===== src/rtl/mips_irq_pkg.sv =====
// Shared types and constants for the mips interrupt controller.
package mips_irq_pkg;

  typedef enum logic [1:0] {
    IDLE    = 2'd0,
    REQ     = 2'd1,
    SERVICE = 2'd2
  } irq_state_t;

  localparam int DBG_PEND_LSB   = 0;
  localparam int DBG_MASK_LSB   = 8;
  localparam int DBG_ID_LSB     = 16;
  localparam int DBG_STATE_LSB  = 20;
  localparam int DBG_GLB_EN_BIT = 24;

  localparam logic [31:0] DEF_VEC_BASE   = 32'h0000_0100;
  localparam logic [31:0] DEF_VEC_STRIDE = 32'h0000_0010;

endpackage


===== src/rtl/mips_irq_ctrl_prio_enc.sv =====
// Lowest-index-first priority encoder over up to 8 request bits.
module irq_prio_enc #(
  parameter int N = 4
) (
  input  logic [N-1:0] req,
  output logic         valid,
  output logic [2:0]   idx
);

  // Scan from the top down so the lowest set bit is the last one written.
  always_comb begin
    valid = 1'b0;
    idx   = 3'd0;
    for (int i = N - 1; i >= 0; i--) begin
      if (req[i]) begin
        valid = 1'b1;
        idx   = 3'(i);
      end
    end
  end

endmodule


===== src/rtl/mips_irq_ctrl.sv =====
// Edge-triggered interrupt controller with fixed priority and a
// request/ack/eret handshake toward the mips pipeline.
//
// state   | meaning
// IDLE    | waiting for an eligible pending source
// REQ     | int_req asserted, id/vector frozen until int_ack
// SERVICE | handler running, no new requests until eret
module mips_irq_ctrl
  import mips_irq_pkg::*;
#(
  parameter int          N_SRC      = 4,
  parameter logic [31:0] VEC_BASE   = DEF_VEC_BASE,
  parameter logic [31:0] VEC_STRIDE = DEF_VEC_STRIDE
) (
  input  logic             clk,
  input  logic             rst,
  input  logic [N_SRC-1:0] irq_in,
  input  logic             glb_en,
  input  logic             mask_we,
  input  logic [N_SRC-1:0] mask_wdata,
  input  logic             int_ack,
  input  logic             eret,
  output logic             int_req,
  output logic [2:0]       int_id,
  output logic [31:0]      int_vector,
  output logic             in_service,
  output logic [31:0]      dbg_status
);

  irq_state_t       state, state_nxt;
  logic [N_SRC-1:0] irq_q;
  logic [N_SRC-1:0] pend;
  logic [N_SRC-1:0] mask;
  logic [N_SRC-1:0] rise;
  logic [N_SRC-1:0] elig;
  logic [N_SRC-1:0] clr;
  logic             ack_ok;
  logic             load_id;
  logic             win_valid;
  logic [2:0]       win_idx;

  assign rise   = irq_in & ~irq_q;
  assign elig   = glb_en ? (pend & mask) : '0;
  assign ack_ok = (state == REQ) && int_ack;

  always_comb begin
    clr = '0;
    for (int i = 0; i < N_SRC; i++) begin
      clr[i] = ack_ok && (int_id == 3'(i));
    end
  end

  irq_prio_enc #(.N(N_SRC)) u_prio (
    .req   (elig),
    .valid (win_valid),
    .idx   (win_idx)
  );

  always_ff @(posedge clk) begin
    if (rst) begin
      state <= IDLE;
    end else begin
      state <= state_nxt;
    end
  end

  always_comb begin
    state_nxt = state;
    load_id   = 1'b0;
    case (state)
      IDLE: begin
        if (win_valid) begin
          state_nxt = REQ;
          load_id   = 1'b1;
        end
      end
      REQ: begin
        if (int_ack) begin
          state_nxt = SERVICE;
        end
      end
      SERVICE: begin
        if (eret) begin
          state_nxt = IDLE;
        end
      end
      default: state_nxt = IDLE;
    endcase
  end

  // A rise in the same cycle as the ack-clear keeps the bit pending.
  always_ff @(posedge clk) begin
    if (rst) begin
      irq_q      <= '0;
      pend       <= '0;
      mask       <= '1;
      int_id     <= 3'd0;
      int_vector <= VEC_BASE;
    end else begin
      irq_q <= irq_in;
      pend  <= (pend & ~clr) | rise;
      if (mask_we) begin
        mask <= mask_wdata;
      end
      if (load_id) begin
        int_id     <= win_idx;
        int_vector <= VEC_BASE + ({29'd0, win_idx} * VEC_STRIDE);
      end
    end
  end

  assign int_req    = (state == REQ);
  assign in_service = (state == SERVICE);

  always_comb begin
    dbg_status                              = '0;
    dbg_status[DBG_PEND_LSB +: N_SRC]       = pend;
    dbg_status[DBG_MASK_LSB +: N_SRC]       = mask;
    dbg_status[DBG_ID_LSB +: 3]             = int_id;
    dbg_status[DBG_STATE_LSB +: 2]          = state;
    dbg_status[DBG_GLB_EN_BIT]              = glb_en;
  end

endmodule

===== config.mk =====
export PLATFORM = sky130hd
export DESIGN_NAME = mips_irq_ctrl
export DESIGN_NICKNAME = d
export VERILOG_FILES = /design/src/rtl/mips_irq_pkg.sv /design/src/rtl/mips_irq_ctrl_prio_enc.sv /design/src/rtl/mips_irq_ctrl.sv
export SDC_FILE = /design/constraint.sdc
export NUM_CORES = 1
export LEC_CHECK = 0
export CORE_ASPECT_RATIO = 0.8
export CORE_MARGIN = 2
export CORE_UTILIZATION = 37
export DETAILED_ROUTE_END_ITERATION = 6
export PLACE_DENSITY = 0.93
export SLEW_MARGIN = 20
export SYNTH_ARGS = -nofsm -noshare
export SYNTH_HDL_FRONTEND = slang
export SYNTH_HIERARCHICAL = 1
export SYNTH_SLANG_ARGS = --single-unit

===== constraint.sdc =====
create_clock -name clk -period 2.9 [get_ports clk]
set_input_delay 0.58 -clock clk [delete_from_list [all_inputs] [get_ports clk]]
set_output_delay 0.58 -clock clk [all_outputs]
set_load 0.02 [all_outputs]

Word-level counts from Yosys, hierarchy flattened. Index checks and enable logic that the tools add are counted. W data, S select, Z words.

Register bits after elaboration: 49. Output and inout port bits: 69. Logic and storage cells: 44.

$add $sub $neg: 1. Equality and inequality tests: 8. Multiplexer cells: 15. Bitwise gates (word level): 6. Reductions and logical operators: 8.

Operators with widths (number): $mux W2 (7); $and A4 B4 Y4 (3); $add A9 B7 Y10 const A (1); $not A4 Y4 (2); $eq A3 B2 Y1 const B (2); $mux W1 (6); $pmux W2 S3 (1); $logic_and A1 B1 Y1 (5); $mux W4 (1); $ne A2 B2 Y1 const B (2); $or A4 B4 Y4 (1); $eq A3 B1 Y1 const B (1); $logic_not A3 Y1 (1); $reduce_and A3 Y1 (1); $eq A2 B1 Y1 const B (1); $eq A2 B2 Y1 const B (1); $logic_not A2 Y1 (1); $ne A2 B1 Y1 const B (1).

Logic depth before layout (Yosys ltp). Gate-level depths: netlist of the first run.

Word-level depth: 8. Mapped depth: 6.

Hierarchy. The synthesis of the first run kept the hierarchy.

Modules (own cells, without submodules): mips_irq_ctrl (times used 1, cells an instance 122, area each 1072.3 um^2, sequential area each 340.3 um^2); irq_prio_enc (times used 1, cells an instance 9, area each 46.3 um^2, sequential area each 0.0 um^2).

Worst setup path after synthesis of the first run. Ideal clock, no wire load.

Path type: input to register. From: input glb_en. To: register int_vector[5]. Library setup time: 125 ps. Arrival: 1570 ps. Required time: 2775 ps. Setup slack: 1205 ps. Cell stages on the path: 6. Path buffers: 0. Cell sequence: and3_1 > nor2_1 > nand2_1 > nor3b_1 > mux2i_1 > nor2_1.

Cells in the longest elaborated chain, start to end: 7.

RTL lines: start, declared (line mips_irq_ctrl.sv:18) `input logic glb_en,`; $mux W4 * (line mips_irq_ctrl.sv:43) `assign elig = glb_en ? (pend & mask) : '0;`; $mux W1 (3 in series) (line mips_irq_ctrl_prio_enc.sv:15) `if (req[i]) begin`; $mux W1 * (line mips_irq_ctrl_prio_enc.sv:15); named net win_valid (line mips_irq_ctrl.sv:39) `logic win_valid;`; $mux W1 * (line mips_irq_ctrl.sv:72) `if (win_valid) begin`; $mux W1 * (line mips_irq_ctrl.sv:70) `case (state)`; end signal, assigned (line mips_irq_ctrl.sv:107) `int_vector <= VEC_BASE + ({29'd0, win_idx} * VEC_STRIDE);`; end, declared (line mips_irq_ctrl.sv:25) `output logic [31:0] int_vector,`.

Mark *: on every way through the listed nets, which the timed path passes. The rest lies on a longest branch. A chain may end at the register's enable or synchronous reset.

Worst setup path in the final report of the first run.
From: input glb_en. To: output dbg_status[24].

RTL lines: end, declared (line mips_irq_ctrl.sv:27) `output logic [31:0] dbg_status`.

No word-level cell between the ends.

==> results by group, run 1 <==
Synthesis
  – Flops & latches, synth: 17
  – Post-Synthesis Cells: 131
  – Most frequent cells after synthesis: buf_4, dfxtp_1, nand2_1
  – Mapped Area: 1120 sq um
  – Most frequent cell after synthesis: buf_4
  – Top cells by area, synth: buf_4, dfxtp_1, mux2i_1
  – Syn avg cell area: 8.54 sq um
  – Post-synth ARST share: 0%
  – Post-synth top area cell: buf_4
  – Seq/Total Area, Yosys: 30.4%
  – Number of flops mapped to enable cells by yosys: 0
  – YS warnings: 6
  – Post-synth top area share: 36.9%
  – Post-synth cell types: 24
  – Synth Flop Type: dfxtp_1

Floorplan
  – DIE WIDTH: 65.5 um
  – Area of the die: 3480 sq um
  – Core box area: 2810 sq um
  – Die Span Y: 53.2 um
  – Initial Utilization: 39.8%
  – I/O pins: 83
  – Num rows: 17

Power
  – Max rail drop VDD: 0.000340 V
  – Leakage: 0.000614 uW
  – PwrDens: 495 nW/um^2

Worst setup path
  – Slowest-stage cell, CP: clkdlybuf4s50_1
  – Worst path buffer plus inverter count: 2
  – Crit path capture type: primary output
  – Crit-path cells: clkdlybuf4s50_1, clkdlybuf4s50_1
  – WS Path Type: input port to primary output
  – WP data required: 2320 ps
  – Worst R2R Setup Slack: 1280 ps
  – Critical path launch point type: input port
  – CP Capture Point: dbg_status[24]
  – CP Data Arrival Time: 1740 ps
  – Setup crit start: glb_en
  – Most frequent cell on the critical path: clkdlybuf4s50_1
  – CP top delay family: buffers and inverters
  – Reg2Reg Depth: 6
  – Worst R2R Start: mask[0]
  – WP depth: 2
  – R2r endpoint: int_vector[6]
  – Largest stage delay, worst path: 630 ps
  – Critical path peak fanout: 5

Drt
  – DRT Pass-1 Iters: 4
  – First DRT Iteration DRCs: 8
  – Post-route DRC: 0
  – Routed wire length: 1870 um
  – Vias: 735
  – Drt wl/cell: 9.54 um
  – Via density: 3.75
  – Post-route ant nets: 0

Status
  – Outcome: complete, no violations

Clocking
  – Clock Pin Slew Worst Setup and Hold Paths: 60 ps
  – Hold buffer count at cts: 0
  – CTS tree: built
  – CTS resizes: 0
  – CTS buffer count: 3
  – Root Buffer: clkbuf_8
  – H-tree lvl count: 1
  – Latest clock arrival within the worst-skew pair: 250 ps
  – CTS sink count: 17
  – Setup Fix Bufs, Post-CTS: 0
  – Clock buffer depth: 2

GRT
  – First-pass GRT wire length: 2700 um
  – Initial antenna violation count: 0
  – Grt ovf: 0
  – Largest net degree at the start of global routing: 11
  – Vias in the first global route: 631
  – GRT Util Overall: 10.4%

STA
  – Final min period: 2320 ps
  – Hold WS: 415 ps
  – Slew headroom: 63.6%
  – Setup tns final: 0 ps
  – Max-slew violation count: 0
  – Final period util: 80.1%
  – Final Setup Violations: 0
  – Worst-Margin Slew: 544 ps
  – Fin. Hold Viols: 0
  – F_max: 431 MHz
  – Fin Clk Skew: 1.77 ps
  – RSZ-0062 raised after global routing: false

Placement
  – Placed insts: 192
  – Detailed Place HPWL: 1570 um
  – Final Wtd Congestion: 0.738
  – Placed Area: 1260 sq um
  – IO Port Bufs: 35

Min path
  – Hold Path Class: flop to flop

Finish
  – ANT cells: 0
  – Layout cells sized above 1: 3.80%
  – Fin area: 1310 sq um
  – Finished Core Util: 46.7%
  – # nets final: 173
  – Fin cells: 196
  – Layout area overhead: 17.2%

Run
  – Max-cap violations: 0
-- through the flow --
stage | setup slack [ps] | power [uW]
6_report | 577 | 649
5_1_grt | 556 | 686
4_1_cts | 580 | 655
3_5_place_dp | 500 | 481
3_3_place_gp | 574 | 479
2_1_floorplan | 1210 | 464
-- logic make-up after synthesis --
logic type	synth area share (%)
buffers and inverters	40.3
and+or+nand+nor	15.7
DFF	30.4
AOI/OAI and AO/OA	5.48
muxes	7.16
other	1.01
-- placed cells by master (no fill, tap or decap) --
cell type | Yosys | final
nor2b_1 | 3 | 3
o311ai_0 | 1 | 1
clkdlybuf4s50_1 | 0 | 35
or3b_1 | 1 | 1
nand2_1 | 9 | 9
clkinv_2 | 0 | 1
nand2b_1 | 1 | 1
mux2i_1 | 8 | 8
and3_1 | 4 | 4
a21oi_2 | 1 | 1
nand4bb_4 | 1 | 1
and2b_1 | 1 | 1
o21ai_0 | 2 | 2
nor3b_1 | 2 | 2
clkbuf_8 | 0 | 3
a22oi_1 | 1 | 1
o211ai_1 | 1 | 1
nor3_1 | 2 | 2
dfxtp_1 | 17 | 17
a32o_1 | 1 | 1
o2bb2ai_1 | 1 | 1
clkinv_1 | 1 | 1
conb_1 | 3 | 48
inv_1 | 7 | 7
nor2_1 | 6 | 6
-- worst min path at each step --
stage | slack [ps] | startpoint | cells past startpoint | end
detailed placement | 410 | irq_q[3] | 1 | pend[3]
global placement | 400 | irq_q[0] | 1 | pend[0]
finish | 410 | irq_q[0] | 1 | pend[0]
global route | 440 | irq_q[3] | 1 | pend[3]
CTS | 420 | irq_q[0] | 1 | pend[0]
floorplan | 400 | irq_q[0] | 1 | pend[0]
-- metal layers --
metal	routed length (um)	GRT usage [%]	vias up
li1	-	-	369
met1	781	11.8	330
met2	917	17.9	34
met3	155	4.47	2
met4	15	3.13	0
met5	0	0	-
-- layout make-up --
cell class,instances,area (sq um)
clock buffer,3,41.3
clock inverter,1,5.00
fill,278,1500
inverter,8,30.0
multi-input combinational,94,497
sequential,17,340
tap,38,47.5
timing repair buffer,35,350
-- registers in the layout (all words and copies together), names as in the netlist --
name,flops
state,2
mask,4
int_vector,3
pend,4
irq_q,4
-- report_power, final --
part	switching [uW]	internal, uW
Clock	76.7	95.1
Combinational	124	82.9
Sequential	18.1	252
No activity file was read; power rests on OpenSTA's default activity.
==> inputs of run 2 (changes only) <==
--- a/config.mk
+++ b/config.mk
@@ -7,9 +7,9 @@
 export LEC_CHECK = 0
 export CORE_ASPECT_RATIO = 0.8
 export CORE_MARGIN = 2
-export CORE_UTILIZATION = 37
+export CORE_UTILIZATION = 34
 export DETAILED_ROUTE_END_ITERATION = 6
-export PLACE_DENSITY = 0.93
+export PLACE_DENSITY = 0.87
 export SLEW_MARGIN = 20
 export SYNTH_ARGS = -nofsm -noshare
 export SYNTH_HDL_FRONTEND = slang
==> constraint.sdc (replaced) <==
create_clock -name clk -period 2.3 [get_ports clk]
set_input_delay 0.46 -clock clk [delete_from_list [all_inputs] [get_ports clk]]
set_output_delay 0.46 -clock clk [all_outputs]
set_load 0.02 [all_outputs]
==> run 2 against run 1 <==
  * Flip-flop and latch count did not move
  * Utilization fell by 3.7 points
  * Non-clock buffer count rose by 3
  * Critical path depth did not move
  * Via count rose by 2.9%
==> results by group, run 2 (synthesized netlist as in run 1, its figures left out) <==
Power
  – Max rail drop VDD: 0.000417 V
  – Leakage: 0.000626 uW
  – PwrDens: 616 nW/um^2

Worst setup path
  – Most frequent cell on the critical path: clkdlybuf4s50_1
  – Worst path buffer plus inverter count: 2
  – Critical path peak fanout: 5
  – Largest stage delay, worst path: 630 ps
  – Critical path launch point type: input port
  – CP top delay family: buffers and inverters
  – Worst R2R Setup Slack: 830 ps
  – WS Path Type: input port to primary output
  – Crit-path cells: clkdlybuf4s50_1, clkdlybuf4s50_1
  – R2r endpoint: int_vector[4]
  – Worst R2R Start: pend[0]
  – CP Data Arrival Time: 1640 ps
  – Reg2Reg Depth: 7
  – Crit path capture type: primary output
  – Slowest-stage cell, CP: clkdlybuf4s50_1
  – WP data required: 1840 ps
  – WP depth: 2

Finish
  – Fillers: 331
  – Fin cells: 201
  – Top flop regs: irq_q (4), mask (4), pend (4)
  – Register area: 340 sq um
  – Layout area overhead: 19.4%
  – Finished Core Util: 43.0%
  – Layout cells sized above 1: 4.97%
  – # nets final: 176
  – Commonest non-fill, non-tap cell in the layout: conb_1
  – Commonest cells after routing, fill and taps aside: conb_1, clkdlybuf4s50_1, dfxtp_1, nand2_1, mux2i_1
  – Multi-input gate area: 497 sq um
  – ANT cells: 0

STA
  – Final min period: 2100 ps
  – Max-slew violation count: 0
  – Final Setup Violations: 0
  – Setup tns final: 0 ps
  – F_max: 475 MHz
  – RSZ-0062 raised after global routing: false
  – Fin worst setup slack: 197 ps
  – Fin. Hold Viols: 0
  – Final period util: 91.5%
  – Hold WS: 416 ps
  – Fin Clk Skew: 0.648 ps

Clocking
  – H-tree lvl count: 1
  – CTS buffer count: 3
  – Root Buffer: clkbuf_8
  – Setup Fix Bufs, Post-CTS: 0
  – Clock Pin Slew Worst Setup and Hold Paths: 60 ps
  – CTS sink count: 17
  – Hold buffer count at cts: 0
  – Latest clock arrival within the worst-skew pair: 240 ps
  – Clock buffer depth: 2
  – CTS resizes: 0
  – CTS tree: built

Run
  – Max-cap violations: 0

Min path
  – Hold Path Origin: irq_q[3]
  – Worst Hold Path EP: pend[3]
  – Hold Path Depth: 1
  – Hold Path Class: flop to flop

Floorplan
  – Die Span Y: 55.3 um
  – DIE WIDTH: 68.1 um
  – I/O pins: 83
  – Core box area: 3110 sq um
  – Area of the die: 3770 sq um
  – Num rows: 18
  – Initial Utilization: 36.0%

Placement
  – Final Wtd Congestion: 0.795
  – Pre-CTS setup slack: 140 ps
  – IO Port Bufs: 35
  – Placed insts: 197
  – Detailed Place HPWL: 1510 um

GRT
  – First-pass GRT wire length: 2770 um
  – Largest net degree at the start of global routing: 11
  – GRT Util Overall: 9.59%
  – Vias in the first global route: 626
  – Initial antenna violation count: 0
  – Grt ovf: 0

Drt
  – Vias: 756
  – Via density: 3.76
  – First DRT Iteration DRCs: 5
  – Post-route DRC: 0
  – Routed wire length: 1830 um
  – Drt wl/cell: 9.12 um
  – DRT Pass-1 Iters: 2
  – Post-route ant nets: 0

Status
  – Outcome: complete, no violations
## run 2: changes by cell type in the layout (fill, tap and decap cells not counted), sizes merged
cell and delta:
buf +3, clkbuf +1, clkinv -1
## run 2: area by class of cell
type | instances | area share [%]
multi-input cells | 94 | 37.2
repair buffers | 38 | 27.9
clock buffers | 4 | 3.37
flip-flops and latches | 17 | 25.5
inverters | 8 | 2.25
well taps | 40 | 3.75
## run 2: how the worst max path moves through the flow
stage,start,end,slack (ps)
after floorplan,mask[0],int_vector[5],700
after global placement,glb_en,dbg_status[24],220
after detailed placement,glb_en,int_vector[5],140
after CTS,glb_en,dbg_status[24],200
after global routing,glb_en,dbg_status[24],170
final,glb_en,dbg_status[24],200
## run 2: stage by stage
step,area (sq um),total power [uW]
6_report,1340,822
4_1_cts,1340,830
2_1_floorplan,1290,585
3_3_place_gp,1290,614
5_1_grt,1340,867
3_5_place_dp,1290,617
## run 2: routing by layer
metal	wire (um)	share of wire, %	GRT usage (%)
met3	170	9.3	4.48
met1	757	41	11.9
met2	891	49	14.8
met5	0	0	0
met4	13	0.71	2.57
## run 2: report_power, final
part / switching, uW / total, uW / internal (uW) / leakage, uW
sequential: 21.9 / 340 / 318 / 0.000141
combinational: 158 / 271 / 113 / 0.000463
clock: 88.6 / 211 / 123 / 0.0000228
total: 268 / 822 / 553 / 0.000626
